### src/rtl/mc_bus_arbiter_if.sv
// Simple single-beat bus used on both sides of the arbiter.
// The master side drives the request and the slave side returns read data and ack.
interface mc_bus_arbiter_if;
  logic [31:0] adr;
  logic [31:0] dat;
  logic [3:0]  sel;
  logic        we;
  logic        cyc;
  logic [31:0] rdt;
  logic        ack;

  modport master (output adr, dat, sel, we, cyc, input rdt, ack);
  modport slave  (input adr, dat, sel, we, cyc, output rdt, ack);
endinterface

### src/rtl/mc_bus_arbiter.sv
// Two-master round-robin arbiter that shares one memory port between the
// instruction bus and the data bus. It snapshots the winning request and
// routes the response back to that master. A watchdog ends any grant that the
// slave never acknowledges.
//
// state  | meaning
// IDLE   | no grant; pick a requester (tie goes to the master not served last)
// GNT_I  | ibus request on the memory port, watchdog counting
// GNT_D  | dbus request on the memory port, watchdog counting
// RESP   | one-cycle ack to the served master; requests ignored
module mc_bus_arbiter #(
  parameter int TIMEOUT = 15
) (
  input  logic                   clk,
  input  logic                   i_rst,
  mc_bus_arbiter_if.slave        ibus,
  mc_bus_arbiter_if.slave        dbus,
  mc_bus_arbiter_if.master       mem,
  output logic                   o_timeout,
  input  logic                   i_timeout_clr
);

  localparam int CNT_W = $clog2(TIMEOUT + 1);
  localparam logic [CNT_W-1:0] CNT_TOP = CNT_W'(TIMEOUT - 1);

  localparam logic [1:0] IDLE  = 2'd0;
  localparam logic [1:0] GNT_I = 2'd1;
  localparam logic [1:0] GNT_D = 2'd2;
  localparam logic [1:0] RESP  = 2'd3;

  localparam logic LAST_I = 1'b0;
  localparam logic LAST_D = 1'b1;

  logic [1:0]       state_q;
  logic             last_q;
  logic [CNT_W-1:0] cnt_q;

  logic [31:0] mem_adr_q;
  logic [31:0] mem_dat_q;
  logic [3:0]  mem_sel_q;
  logic        mem_we_q;
  logic        mem_cyc_q;

  logic [31:0] ibus_rdt_q;
  logic [31:0] dbus_rdt_q;
  logic        ibus_ack_q;
  logic        dbus_ack_q;
  logic        timeout_q;

  logic in_grant;
  logic grant_d;
  logic grant_i;
  logic wd_fire;
  logic done;

  // The ibus is read-only; its write-side fields are never looked at.
  logic unused_ibus;
  assign unused_ibus = ^{ibus.dat, ibus.sel, ibus.we};

  assign in_grant = (state_q == GNT_I) || (state_q == GNT_D);
  // dbus wins when alone or on a tie after an ibus grant.
  assign grant_d  = (state_q == IDLE) && dbus.cyc && (!ibus.cyc || (last_q == LAST_I));
  assign grant_i  = (state_q == IDLE) && ibus.cyc && !grant_d;
  // An ack in the expiry cycle takes priority over the watchdog.
  assign wd_fire  = in_grant && !mem.ack && (cnt_q == CNT_TOP);
  assign done     = in_grant && (mem.ack || wd_fire);

  // Sequencing: arbitration, grant hold and the single response cycle.
  always_ff @(posedge clk or posedge i_rst) begin
    if (i_rst) begin
      state_q <= IDLE;
      last_q  <= LAST_I;
      cnt_q   <= '0;
    end else begin
      case (state_q)
        IDLE: begin
          if (grant_d) begin
            state_q <= GNT_D;
            last_q  <= LAST_D;
            cnt_q   <= '0;
          end else if (grant_i) begin
            state_q <= GNT_I;
            last_q  <= LAST_I;
            cnt_q   <= '0;
          end
        end
        GNT_I, GNT_D: begin
          if (done) state_q <= RESP;
          else      cnt_q   <= cnt_q + CNT_W'(1);
        end
        RESP:    state_q <= IDLE;
        default: state_q <= IDLE;
      endcase
    end
  end

  // Request snapshot: captured once at grant and frozen until the next grant.
  always_ff @(posedge clk or posedge i_rst) begin
    if (i_rst) begin
      mem_adr_q <= '0;
      mem_dat_q <= '0;
      mem_sel_q <= '0;
      mem_we_q  <= 1'b0;
    end else if (grant_d) begin
      mem_adr_q <= dbus.adr;
      mem_dat_q <= dbus.dat;
      mem_sel_q <= dbus.sel;
      mem_we_q  <= dbus.we;
    end else if (grant_i) begin
      mem_adr_q <= ibus.adr;
      mem_dat_q <= '0;
      mem_sel_q <= 4'hF;
      mem_we_q  <= 1'b0;
    end
  end

  // Memory cycle strobe: rises with the grant, falls when the grant completes.
  always_ff @(posedge clk or posedge i_rst) begin
    if (i_rst)                   mem_cyc_q <= 1'b0;
    else if (grant_d || grant_i) mem_cyc_q <= 1'b1;
    else if (done)               mem_cyc_q <= 1'b0;
  end

  // Response routing: capture read data (zero on watchdog) and pulse the ack.
  always_ff @(posedge clk or posedge i_rst) begin
    if (i_rst) begin
      ibus_rdt_q <= '0;
      dbus_rdt_q <= '0;
      ibus_ack_q <= 1'b0;
      dbus_ack_q <= 1'b0;
    end else begin
      ibus_ack_q <= done && (state_q == GNT_I);
      dbus_ack_q <= done && (state_q == GNT_D);
      if (done && (state_q == GNT_I)) ibus_rdt_q <= mem.ack ? mem.rdt : 32'h0;
      if (done && (state_q == GNT_D)) dbus_rdt_q <= mem.ack ? mem.rdt : 32'h0;
    end
  end

  // Sticky watchdog flag; a fire in the same cycle as a clear keeps it set.
  always_ff @(posedge clk or posedge i_rst) begin
    if (i_rst)              timeout_q <= 1'b0;
    else if (wd_fire)       timeout_q <= 1'b1;
    else if (i_timeout_clr) timeout_q <= 1'b0;
  end

  assign mem.adr   = mem_adr_q;
  assign mem.dat   = mem_dat_q;
  assign mem.sel   = mem_sel_q;
  assign mem.we    = mem_we_q;
  assign mem.cyc   = mem_cyc_q;
  assign ibus.rdt  = ibus_rdt_q;
  assign ibus.ack  = ibus_ack_q;
  assign dbus.rdt  = dbus_rdt_q;
  assign dbus.ack  = dbus_ack_q;
  assign o_timeout = timeout_q;

endmodule
### src/flat_wrapper.sv
// flat-port wrapper written by rule: the top's interface ports become plain ports
module mc_bus_arbiter_flat 
#(
  parameter int TIMEOUT = 15
)
  (clk, i_rst, o_timeout, i_timeout_clr, ibus_adr, ibus_dat, ibus_sel, ibus_we, ibus_cyc, ibus_rdt, ibus_ack, dbus_adr, dbus_dat, dbus_sel, dbus_we, dbus_cyc, dbus_rdt, dbus_ack, mem_adr, mem_dat, mem_sel, mem_we, mem_cyc, mem_rdt, mem_ack);
  mc_bus_arbiter_if ibus_i ();
  mc_bus_arbiter_if dbus_i ();
  mc_bus_arbiter_if mem_i ();
  input  logic clk;
  input  logic i_rst;
  output logic o_timeout;
  input  logic i_timeout_clr;
  input wire logic [$bits(ibus_i.adr)-1:0] ibus_adr;
  input wire logic [$bits(ibus_i.dat)-1:0] ibus_dat;
  input wire logic [$bits(ibus_i.sel)-1:0] ibus_sel;
  input wire logic [$bits(ibus_i.we)-1:0] ibus_we;
  input wire logic [$bits(ibus_i.cyc)-1:0] ibus_cyc;
  output wire logic [$bits(ibus_i.rdt)-1:0] ibus_rdt;
  output wire logic [$bits(ibus_i.ack)-1:0] ibus_ack;
  input wire logic [$bits(dbus_i.adr)-1:0] dbus_adr;
  input wire logic [$bits(dbus_i.dat)-1:0] dbus_dat;
  input wire logic [$bits(dbus_i.sel)-1:0] dbus_sel;
  input wire logic [$bits(dbus_i.we)-1:0] dbus_we;
  input wire logic [$bits(dbus_i.cyc)-1:0] dbus_cyc;
  output wire logic [$bits(dbus_i.rdt)-1:0] dbus_rdt;
  output wire logic [$bits(dbus_i.ack)-1:0] dbus_ack;
  output wire logic [$bits(mem_i.adr)-1:0] mem_adr;
  output wire logic [$bits(mem_i.dat)-1:0] mem_dat;
  output wire logic [$bits(mem_i.sel)-1:0] mem_sel;
  output wire logic [$bits(mem_i.we)-1:0] mem_we;
  output wire logic [$bits(mem_i.cyc)-1:0] mem_cyc;
  input wire logic [$bits(mem_i.rdt)-1:0] mem_rdt;
  input wire logic [$bits(mem_i.ack)-1:0] mem_ack;
  assign ibus_i.adr = ibus_adr;
  assign ibus_i.dat = ibus_dat;
  assign ibus_i.sel = ibus_sel;
  assign ibus_i.we = ibus_we;
  assign ibus_i.cyc = ibus_cyc;
  assign ibus_rdt = ibus_i.rdt;
  assign ibus_ack = ibus_i.ack;
  assign dbus_i.adr = dbus_adr;
  assign dbus_i.dat = dbus_dat;
  assign dbus_i.sel = dbus_sel;
  assign dbus_i.we = dbus_we;
  assign dbus_i.cyc = dbus_cyc;
  assign dbus_rdt = dbus_i.rdt;
  assign dbus_ack = dbus_i.ack;
  assign mem_adr = mem_i.adr;
  assign mem_dat = mem_i.dat;
  assign mem_sel = mem_i.sel;
  assign mem_we = mem_i.we;
  assign mem_cyc = mem_i.cyc;
  assign mem_i.rdt = mem_rdt;
  assign mem_i.ack = mem_ack;
  mc_bus_arbiter #(.TIMEOUT(TIMEOUT)) u_core (.clk(clk), .i_rst(i_rst), .ibus(ibus_i), .dbus(dbus_i), .mem(mem_i), .o_timeout(o_timeout), .i_timeout_clr(i_timeout_clr));
endmodule
### config.mk
export PLATFORM = sky130hd
export DESIGN_NAME = mc_bus_arbiter_flat
export DESIGN_NICKNAME = d
export VERILOG_FILES = /design/src/rtl/mc_bus_arbiter_if.sv /design/src/rtl/mc_bus_arbiter.sv /design/src/flat_wrapper.sv
export SDC_FILE = /design/constraint.sdc
export NUM_CORES = 1
export LEC_CHECK = 0
export BUFFER_PORTS_ARGS = -buffer_cell sky130_fd_sc_hd__buf_2
export CAP_MARGIN = 5
export CELL_PAD_IN_SITES_DETAIL_PLACEMENT = 1
export CELL_PAD_IN_SITES_GLOBAL_PLACEMENT = 2
export CORE_MARGIN = 2
export CORE_UTILIZATION = 25
export CTS_CLUSTER_DIAMETER = 100
export DETAILED_ROUTE_END_ITERATION = 7
export PLACE_DENSITY_LB_ADDON = 0.1
export SLEW_MARGIN = 20
export SYNTH_ARGS = -nofsm -noshare
export SYNTH_HDL_FRONTEND = slang
export SYNTH_SLANG_ARGS = --single-unit
export TNS_END_PERCENT = 20
### constraint.sdc
create_clock -name clk -period 5.95 [get_ports clk]
set_clock_uncertainty 0.15 [all_clocks]
set_input_delay 0.595 -clock clk [delete_from_list [all_inputs] [get_ports clk]]
set_output_delay 0.595 -clock clk [all_outputs]
set_load 0.01 [all_outputs]
==> results.txt <==
Status: completed
CP peak stage delay: 0.67 ns
Slowest cell on the critical path: and3_2
Final WL: 19.38 mm
Worst path cell trace: inv_1, ha_1, and3_2, buf_4, a21oi_1, mux2_2
Initial antenna violation count: 6
Chip Height: 155.7 um
Final WS setup: 3.181 ns
Synthesized Nets: 747
Endpoints failing hold: 0
WS Path Type: reg2reg
Core Footprint: 0.02264 mm^2
Clock sinks: 144
CP Capture Type: flop
Total Routing Usage GR: 16.04%
Max Cap Viol: 0
Placer Congestion: 0.7861
Max_slew headroom: 31.40%
Max FO, Critical Path: 36
Mapped Area: 0.005752 mm^2
Area growth syn-to-layout: 38.31%
Nets: 1005
Worst min path class: in2async
Final hold slack: 0.1438 ns
Yosys warns: 0
Post_cts resized: 0
Hold Buf Count CTS: 0
Synth Area per Inst: 10.18 um^2
Num ports: 313
Final setup fails: 0
PD cells: 543.5 mW/mm^2
Peak VDD IR: 0.0001904 V
Post-Syn Instances: 565
DPL Wire Length: 13.67 mm
Fin area: 0.007955 mm^2
Vias: 5071
Iter 0 DRT Violations: 181
Req. time, crit path: 6.09 ns
R2R depth: 6
Vias per cell: 4.512
Worst path arrival time: 2.91 ns
Drt drc: 0
Setup TNS: 0 ns
Worst slew pin tran: 1.025 ns
Pre-CTS setup slack: 3.106 ns
Row count: 55
Most frequent cells in the layout: buf_2 (275), nand2_1 (163), dfrtp_1 (144), o21ai_0 (66), a31oi_1 (36)
Share of cells above drive strength 1: 38.32%
Register bit total from synthesis: 144
DIE AREA: 0.02424 mm^2
Non-Filler Instances: 1124
Clock slew at reported path FFs: 0.06 ns
Fin. max-slew vios: 0
DRT Pass-1 Iters: 4
CTS tree: built
Clk root buf: clkbuf_16
Worst flop-to-flop path startpoint: u_core.state_q[1]
P_leak: 4.118 nW
Critical R2R Capture: u_core.state_q[0]
DP Cell Count: 1089
Routed Antenna Nets: 0
Min cycle time layout: 2.769 ns
Number of global-route vias before repair: 5411
Number of I/O port buffers: 275
Largest net degree at the start of global routing: 84
Yosys cell types: 29
CTS max path bufs: 2
Crit path launch: u_core.state_q[1]
Worst-Skew Late Latency: 0.41 ns
Commonest non-fill, non-tap cell in the layout: buf_2
Die width: 155.7 um
GRT Residual Overflow: 0
Final worst-path cycle share: 46.54%
Unrepaired setup endpoints after global routing: no
Setup crit start kind: flop
Seq/Total Area, Yosys: 62.65%
WL/cell: 17.24 um
Cell Area, Placed: 0.007330 mm^2
Starting Density: 25.40%
First-pass GRT wire length: 30.34 mm
Post-CTS Setup Bufs: 0
Max frequency: 0.3611 GHz
CTS H-Tree Depth: 4
FF-to-FF setup slack: 3.18 ns
CTS Buf Count: 17
[registers in the layout, indices dropped and copies added (netlist names)]
signal,flops
u_core.mem.adr,32
u_core.mem.dat,32
u_core.dbus.ack,1
u_core.cnt_q,4
u_core.o_timeout,1
u_core.last_q,1
u_core.dbus.rdt,32
u_core.mem.we,1
u_core.state_q,2
u_core.mem.sel,4
u_core.ibus.rdt,32
u_core.ibus.ack,1
u_core.mem.cyc,1
[logic make-up after synthesis]
logic type      synth area share (%)
flops                          62.65
simple gates                   14.29
fa+ha+maj                      1.305
buf+inv                        4.633
compound gates                 16.23
mux                           0.8919
[power by group]
group          internal [mW]  switching (mW)
Combinational          0.628           0.929
Clock                  0.704           0.438
Sequential              1.40           0.223
[routing by layer]
layer | track usage (%) | part of all wire, % | vias to the layer above
met1 | 20.12 | 44 | 2423
met2 | 25.77 | 46 | 188
li1 | - | - | 2431
met4 | 5.330 | 1.9 | 4
met3 | 5.750 | 7.2 | 25
met5 | 0 | 0.15 | -
[critical path, delay by kind of cell (launching register included)]
family,cells,cell delay [ns]
DFF,1,0.38
and+or+nand+nor,1,0.67
buffers and inverters,2,0.62
muxes,1,0.29
adders and majority gates,1,0.38
AOI/OAI and AO/OA,1,0.14
[final cells by class]
| class | instances | area, um^2 |
|---|---|---|
| well taps | 285 | 356.6 |
| fillers | 2658 | 14690 |
| clock buffers | 19 | 432.9 |
| repair buffers | 281 | 1421 |
| flip-flops and latches | 144 | 3603 |
| clock inverters | 12 | 182.7 |
| diodes | 4 | 10.01 |
| multi-input cells | 369 | 1906 |
| inverters | 10 | 42.54 |
[cell usage after synthesis, drive strengths merged]
cell,count,share of area (%)
a21oi,4,0.35
a22o,33,5.0
a31o,1,0.15
a31oi,36,3.9
and2,1,0.11
and3,1,0.11
buf,34,3.4
clkbuf,8,0.57
dfrtp,144,63
ha,6,1.3
inv,10,0.65
mux2,1,0.20
mux2i,4,0.70
nand2,163,11
nand2b,2,0.22
nand3,5,0.43
nor2,35,2.3
nor3,1,0.17
nor3b,1,0.22
nor4,1,0.11
o21a,1,0.13
o21ai,67,5.8
o22a,4,0.61
o22ai,2,0.22
[per-stage QoR]
| stage | util, % | power (mW) |
|---|---|---|
| floorplan | - | 2.536 |
| global placement | 32.37 | 3.165 |
| detailed placement | 32.37 | 3.241 |
| CTS | 35.09 | 4.408 |
| global route | 35.11 | 4.652 |
| finish | 35.14 | 4.323 |
[worst max path at each step]
| stage | end | slack, ns |
|---|---|---|
| CTS | u_core.state_q[0] | 3.10 |
| finish | u_core.state_q[0] | 3.18 |
| floorplan | u_core.cnt_q[0] | 1.34 |
| global placement | u_core.state_q[0] | 3.25 |
| global route | u_core.state_q[0] | 2.92 |
| detailed placement | u_core.state_q[0] | 3.11 |
Power figures use the tool's default switching activity.
